===== config.mk =====
export PLATFORM = sky130hd
export DESIGN_NAME = reset_teardown
export DESIGN_NICKNAME = d
export VERILOG_FILES = /design/src/rtl/reset_teardown.sv
export SDC_FILE = /design/constraint.sdc
export NUM_CORES = 1
export LEC_CHECK = 0
export BUFFER_PORTS_ARGS = -buffer_cell sky130_fd_sc_hd__buf_2
export CORE_MARGIN = 2
export CORE_UTILIZATION = 35
export CTS_BUF_LIST = sky130_fd_sc_hd__clkbuf_4 sky130_fd_sc_hd__clkbuf_8
export DETAILED_ROUTE_END_ITERATION = 8
export GPL_TIMING_DRIVEN = 0
export PLACE_DENSITY_LB_ADDON = 0.3
export SLEW_MARGIN = 20
export SYNTH_ARGS = -nofsm -noshare
export SYNTH_HDL_FRONTEND = slang
export SYNTH_SLANG_ARGS = --single-unit

===== constraint.sdc =====
create_clock -name clk -period 2.87 [get_ports clk]
set_input_delay 0.287 -clock clk [delete_from_list [all_inputs] [get_ports clk]]
set_output_delay 0.287 -clock clk [all_outputs]
set_load 0.005 [all_outputs]

===== src/rtl/reset_teardown.sv =====
// Ordered teardown/restart sequencer: resets domains 2,1,0 in turn, acks, then releases 0,1,2.
// Latency: hold_rst(n-1) rises DELAYn+2 cycles after hold_rst_n when idle is already high.
// Backpressure: none; req is a level sampled only in RUN and DOWN, idle_n only in its own Qn.
//
// Ports:
//   clk, rst_n             clock, asynchronous active-low reset
//   req                    1 = teardown requested, 0 = run requested
//   idle0..idle2           domain n quiesced (synchronous to clk)
//   hold_rst0..hold_rst2   active-high reset to domain n (ORed downstream with power-on reset)
//   ack                    high only while every domain is held (DOWN)
//   timeout_flag[n]        sticky: domain n was forced into reset without reporting idle
//   stage                  current state code
module reset_teardown #(
    parameter int DELAY0  = 10,
    parameter int DELAY1  = 10,
    parameter int DELAY2  = 10,
    parameter int TIMEOUT = 1024,
    parameter int CNT_W   = 32
) (
    input  logic       clk,
    input  logic       rst_n,
    input  logic       req,
    input  logic       idle0,
    input  logic       idle1,
    input  logic       idle2,
    output logic       hold_rst0,
    output logic       hold_rst1,
    output logic       hold_rst2,
    output logic       ack,
    output logic [2:0] timeout_flag,
    output logic [3:0] stage
);

    typedef enum logic [3:0] {
        RUN  = 4'd0,
        Q2   = 4'd1,
        H2   = 4'd2,
        Q1   = 4'd3,
        H1   = 4'd4,
        Q0   = 4'd5,
        H0   = 4'd6,
        DOWN = 4'd7,
        R0   = 4'd8,
        R1   = 4'd9,
        R2   = 4'd10
    } state_t;

    localparam logic [CNT_W-1:0] TO_LAST = CNT_W'(TIMEOUT - 1);
    localparam logic [CNT_W-1:0] D0      = CNT_W'(DELAY0);
    localparam logic [CNT_W-1:0] D1      = CNT_W'(DELAY1);
    localparam logic [CNT_W-1:0] D2      = CNT_W'(DELAY2);

    state_t           state;
    logic [CNT_W-1:0] cnt;

    // The state register is the stage output itself, so stage is registered.
    assign stage = state;

    always_ff @(posedge clk or negedge rst_n) begin
        if (!rst_n) begin
            state        <= RUN;
            cnt          <= '0;
            hold_rst0    <= 1'b0;
            hold_rst1    <= 1'b0;
            hold_rst2    <= 1'b0;
            ack          <= 1'b0;
            timeout_flag <= 3'b000;
        end else begin
            case (state)
                RUN: begin
                    if (req) begin
                        state        <= Q2;
                        cnt          <= '0;
                        timeout_flag <= 3'b000;
                    end
                end
                // Quiesce waits: idle wins over a timeout landing on the same edge.
                Q2: begin
                    if (idle2 || (cnt == TO_LAST)) begin
                        hold_rst2 <= 1'b1;
                        cnt       <= '0;
                        state     <= H2;
                        if (!idle2) timeout_flag[2] <= 1'b1;
                    end else begin
                        cnt <= cnt + 1'b1;
                    end
                end
                Q1: begin
                    if (idle1 || (cnt == TO_LAST)) begin
                        hold_rst1 <= 1'b1;
                        cnt       <= '0;
                        state     <= H1;
                        if (!idle1) timeout_flag[1] <= 1'b1;
                    end else begin
                        cnt <= cnt + 1'b1;
                    end
                end
                Q0: begin
                    if (idle0 || (cnt == TO_LAST)) begin
                        hold_rst0 <= 1'b1;
                        cnt       <= '0;
                        state     <= H0;
                        if (!idle0) timeout_flag[0] <= 1'b1;
                    end else begin
                        cnt <= cnt + 1'b1;
                    end
                end
                // Hold states: let the reset settle for DELAYn+1 cycles before moving on.
                H2: begin
                    if (cnt == D2) begin
                        cnt   <= '0;
                        state <= Q1;
                    end else begin
                        cnt <= cnt + 1'b1;
                    end
                end
                H1: begin
                    if (cnt == D1) begin
                        cnt   <= '0;
                        state <= Q0;
                    end else begin
                        cnt <= cnt + 1'b1;
                    end
                end
                H0: begin
                    if (cnt == D0) begin
                        cnt   <= '0;
                        state <= DOWN;
                        ack   <= 1'b1;
                    end else begin
                        cnt <= cnt + 1'b1;
                    end
                end
                DOWN: begin
                    if (!req) begin
                        hold_rst0 <= 1'b0;
                        ack       <= 1'b0;
                        cnt       <= '0;
                        state     <= R0;
                    end
                end
                // Release in forward order; a domain is freed only after its predecessor.
                R0: begin
                    if (cnt == D0) begin
                        hold_rst1 <= 1'b0;
                        cnt       <= '0;
                        state     <= R1;
                    end else begin
                        cnt <= cnt + 1'b1;
                    end
                end
                R1: begin
                    if (cnt == D1) begin
                        hold_rst2 <= 1'b0;
                        cnt       <= '0;
                        state     <= R2;
                    end else begin
                        cnt <= cnt + 1'b1;
                    end
                end
                R2: begin
                    if (cnt == D2) begin
                        cnt   <= '0;
                        state <= RUN;
                    end else begin
                        cnt <= cnt + 1'b1;
                    end
                end
                // Unused codes recover to RUN without touching the outputs.
                default: state <= RUN;
            endcase
        end
    end

endmodule

### Word-level counts from Yosys, hierarchy flattened

Cells that the tools add are included.

| operators by class | value |
|---|---|
| reduce and logical (&&, ||, !) cells | 22 |
| add/subtract/negate cells | 1 |
| equality and inequality tests | 26 |
| multiplexer cells | 39 |

Operators by type and width:

| cell | count |
|---|---|
| two-way mux 32 bit | 6 |
| one-hot mux 32 bit (6 select lines) | 1 |
| two-way mux 4 bit | 11 |
| one-hot mux 4 bit (11 select lines) | 1 |
| adder 32 x 1 -> 32 bit, second input constant | 1 |
| equality test 32 x 10 -> 1 bit, second input constant | 1 |
| equality test 32 x 4 -> 1 bit, second input constant | 1 |
| != test 2 bit, second input constant | 14 |
| equality test 4 x 3 -> 1 bit, second input constant | 4 |
| AND reduction 3 bit | 5 |
| one-hot mux 1 bit (2 select lines) | 7 |
| nonzero test 2 bit | 7 |
| equality test 4 bit, second input constant | 3 |
| two-way mux 1 bit | 12 |
| AND reduction 4 bit | 3 |
| AND reduction 11 bit | 1 |
| equality test 4 x 2 -> 1 bit, second input constant | 2 |
| nonzero test 6 bit | 1 |
| OR reduction 6 bit | 1 |
| equality test 4 x 1 -> 1 bit, second input constant | 1 |
| logical NOT 4 bit | 1 |
| logical OR 1 bit | 3 |
| two-way mux 3 bit | 1 |

| word-level totals | value |
|---|---|
| word-level logic and storage cells | 97 |
| input bits | 6 |
| flip-flop bits (word level) | 43 |
| output and inout bits | 11 |

### Longest topological paths before layout

| logic depth | value |
|---|---|
| word-level depth | 4 |
| mapped depth | 9 |
| gate-level depth less buffers | 7 |

### Worst setup path before layout

Ideal clock, no wire load.

| timing | value |
|---|---|
| kind | register to register |
| start point | reg cnt[0] |
| end point | reg hold_rst1 |
| library setup time | 77 ps |
| data required time | 2793 ps |
| path buffers | 1 |
| period minus slack after synthesis | 2079 ps |
| slack | 791 ps |
| stages on the path, launching flop included | 9 |
| data arrival time | 2002 ps |
| cell sequence | dfrtp_1 -> ha_1 -> nand3_2 -> or3_1 -> buf_6 -> nor3_4 -> nor2_2 -> or4_4 -> a21oi_1 |

| between the ends | value |
|---|---|
| cells in the longest elaborated chain, start to end | 4 |
| elaborated cells on any way between the ends | 6 |
| those cells by class | eq/ne (4); reduce/logical (2) |

RTL lines:

| what | RTL line | source |
|---|---|---|
| start, declared | 54 | `logic [CNT_W-1:0] cnt;` |
| start signal, assigned | 85 | `cnt <= cnt + 1'b1;` |
| start signal, assigned | 95 | `cnt <= cnt + 1'b1;` |
| start signal, assigned | 105 | `cnt <= cnt + 1'b1;` |
| equality test 32 x 10 -> 1 bit | 89 | `if (idle1 \|\| (cnt == TO_LAST)) begin` |
| logical OR 1 bit | 89 |  |
| != test 2 bit (no line) | - |  |
| AND reduction 3 bit (no line) * | - |  |
| end signal, assigned | 64 | `hold_rst1 <= 1'b0;` |
| end signal, assigned | 90 | `hold_rst1 <= 1'b1;` |
| end signal, assigned | 145 | `hold_rst1 <= 1'b0;` |
| end, declared | 27 | `output logic hold_rst1,` |

Every way passes the cells marked *; elsewhere a longest branch is shown, timed or not.
A chain may end at the register's enable or synchronous reset.

### Worst setup path after layout

| timing | value |
|---|---|
| start point | reg cnt[2] |
| end point | reg cnt[17] |

| between the ends | value |
|---|---|
| cells in the longest elaborated chain, start to end | 4 |
| elaborated cells on any way between the ends | 11 |
| those cells by class | add/sub (1); eq/ne (2); mux (5); reduce/logical (3) |

RTL lines:

| what | RTL line | source |
|---|---|---|
| branches (longest 3 deep; another with adder 32 x 1 -> 32 bit) | - |  |
| one-hot mux 32 bit (6 select lines) * | 69 | `case (state)` |

Mark *: on every way between the ends.

==> metrics.yaml <==
tns_ns: 0
hpwl_mm: 4.09
fin_skew_ns: 0.00489
grt_max_degree: 44
place.gp.congestion: 0.863
portBuffers: 15
hold_viol_final: 43
synth_cell_types: 48
drt_iter0_drc: 109
area_delta_synth_final_pct: 11.4
nets: 323
syn_area_mm2: 0.00251
yosysWarnings: 0
finalMaxSlewViolations: 0
clk_latency_ns: 0.30
relSlewSlack_pct: 50.0
grt_overflow: 0
synth_seq_area_share_pct: 42.9
cts_resized: 0
drt_wl_total_mm: 5.83
run_status: "finished, violations left"
grt_pass1_vias: 2151
power_switching_uw: 936
layout-drive-gt1-share_pct: 13.9
path_class: "flip-flop to flip-flop"
timing.fmax_mhz: 420
synthArstFlopShare_pct: 100
path_max_fanout: 9
numCtsBuffers: 5
tightest_slew_ns: 0.744
synthTopCellsByArea: "dfrtp_1, xnor2_1, nor2_1"
fp.dieW_um: 88.7
fin_crit_sh_pct: 83.0
syn_nets: 301
p_comb_share_pct: 46.6
powerDensity_mw_per_mm2: 769
antenna_cells: 0
violations: "hold timing"
final_cell_mix: "dfrtp_1, nor2_1, nand2_1"
rsz0062_at_grt: "no"
rows: 30
hold_buffers: 0
syn_area_per_cell_um2: 8.56
cts_tree: "yes"
max-cap-violations: 0
drt_pass1_iterations: 4
antenna_found_initial: 0
end_kind: "flip-flop"
p_leak_nw: 1.15
post-cts-setup-buffers: 0
synth-seq-cells: 43
start_kind: "flip-flop"
num_vias: 2199
cts_buffer_depth: 2
start_util_pct: 36.5
hold_path_class: "input port to asynchronous set/reset pin"
synth_top_area_share_pct: 42.9
p_seq_share_pct: 34.6
via_per_inst: 5.34
clkPwrFrac_pct: 18.8
track_usage_pct: 16.4
vdd_ir_drop_max_uv: 306
wire_per_inst_um: 14.2
worst-endpoint-arrival_ns: 2.57
die-area_mm2: 0.00786
grt_pass1_wl_mm: 10.1
ant_nets: 0
cp_data_required_time_ns: 3.05
final_common_cell: "dfrtp_1"
clk_pin_slew_ns: 0.08
hold_ws_ns: -0.0211
h-tree-depth: 2
swShare_pct: 43.5
io_pins: 17
setup_viol: 0
synth_edf_count: 0
power.total_mw: 2.15
drc_errors: 0
core_area_mm2: 0.00687
yosys.area.top_type: "dfrtp_1"
cts_root_buffer: "clkbuf_8"
synthCells: 293
intPower_mw: 1.21
fin_crit_ns: 2.38
clock_sinks: 43
die_h_um: 88.7
ys.flop_type: "dfrtp_1"
[power by group through the flow]
stage,clock (mW),combinational [mW],sequential (mW)
finish,0.404,1.00,0.744
global route,0.441,1.14,0.757
CTS,0.417,1.01,0.743
detailed placement,0,1.01,0.754
global placement,0,0.989,0.752
floorplan,0,0.723,0.747
[layout make-up]
cell class              count  area [um^2]
well taps                  96          120
repair buffers             15         77.6
flip-flops and latches     43         1080
multi-input cells         227         1320
fillers                   733         4070
inverters                   8         30.0
clock buffers               7         83.8
clock inverters             1         5.00
plain buffers              15         86.3
[path summary, 6_finish.rpt]
path / start / end / slack, ns / cells past startpoint
min in group clk: idle1 / timeout_flag[1] / 0.21 / 2
hold reg to reg: hold_rst0 / hold_rst0 / 0.48 / 2
setup reg to reg: cnt[2] / cnt[17] / 0.49 / 6
max in group asynchronous: rst_n / cnt[29] / 2.51 / 1
hold / removal: rst_n / cnt[5] / -0.02 / 1
setup / recovery: cnt[2] / cnt[17] / 0.49 / 6
[stage by stage]
stage	instances	instance area, um^2	worst slack (ns)	utilization (%)
global route	412	2800	0.127	40.7
finish	412	2800	0.487	40.7
global placement	404	2700	0.542	39.4
detailed placement	404	2700	0.521	39.4
floorplan	293	2510	0.791	-
CTS	412	2790	0.492	40.7
[sequential cells by signal, summed over array words and instances (netlist names)]
register	flops
cnt	32
stage	4
timeout_flag	3
ack	1
hold_rst0	1
hold_rst1	1
hold_rst2	1
[cell usage after synthesis, drive strengths merged (4+ instances only)]
library cell / n
xnor2: 18
nor2: 40
a21oi: 15
clkbuf: 5
dfrtp: 43
nand4: 7
buf: 10
o211ai: 4
nand2: 30
and3: 5
nor4: 9
a31oi: 9
nand3: 15
inv: 8
o21ai: 13
nor3: 22
[metal layers]
metal	vias to the layer above	wire length [um]	global-route usage, %
li1	1094	-	-
met1	1068	2900	22.7
met2	30	2650	25.1
met3	7	178	3.64
met4	0	100	6.20
met5	-	0	0
[cell families after synthesis]
kind of cell	Yosys count	share of synthesized area (%)
XOR/XNOR	20	6.98
flip-flops	43	42.9
buffers and inverters	23	4.64
AND/OR/NAND/NOR	149	30.4
adder cells (fa/ha/maj)	2	0.997
AO/OA/AOI/OAI	56	14.1
[worst max-delay path: stages (launching register included)]
cell and delay [ns]:
dfrtp_1 0.46, nand3_1 0.26, nor4_1 0.63, nand2_1 0.40
nor3_1 0.31, xnor2_1 0.15, nor2_1 0.05
No activity file was read; power rests on OpenSTA's default activity.
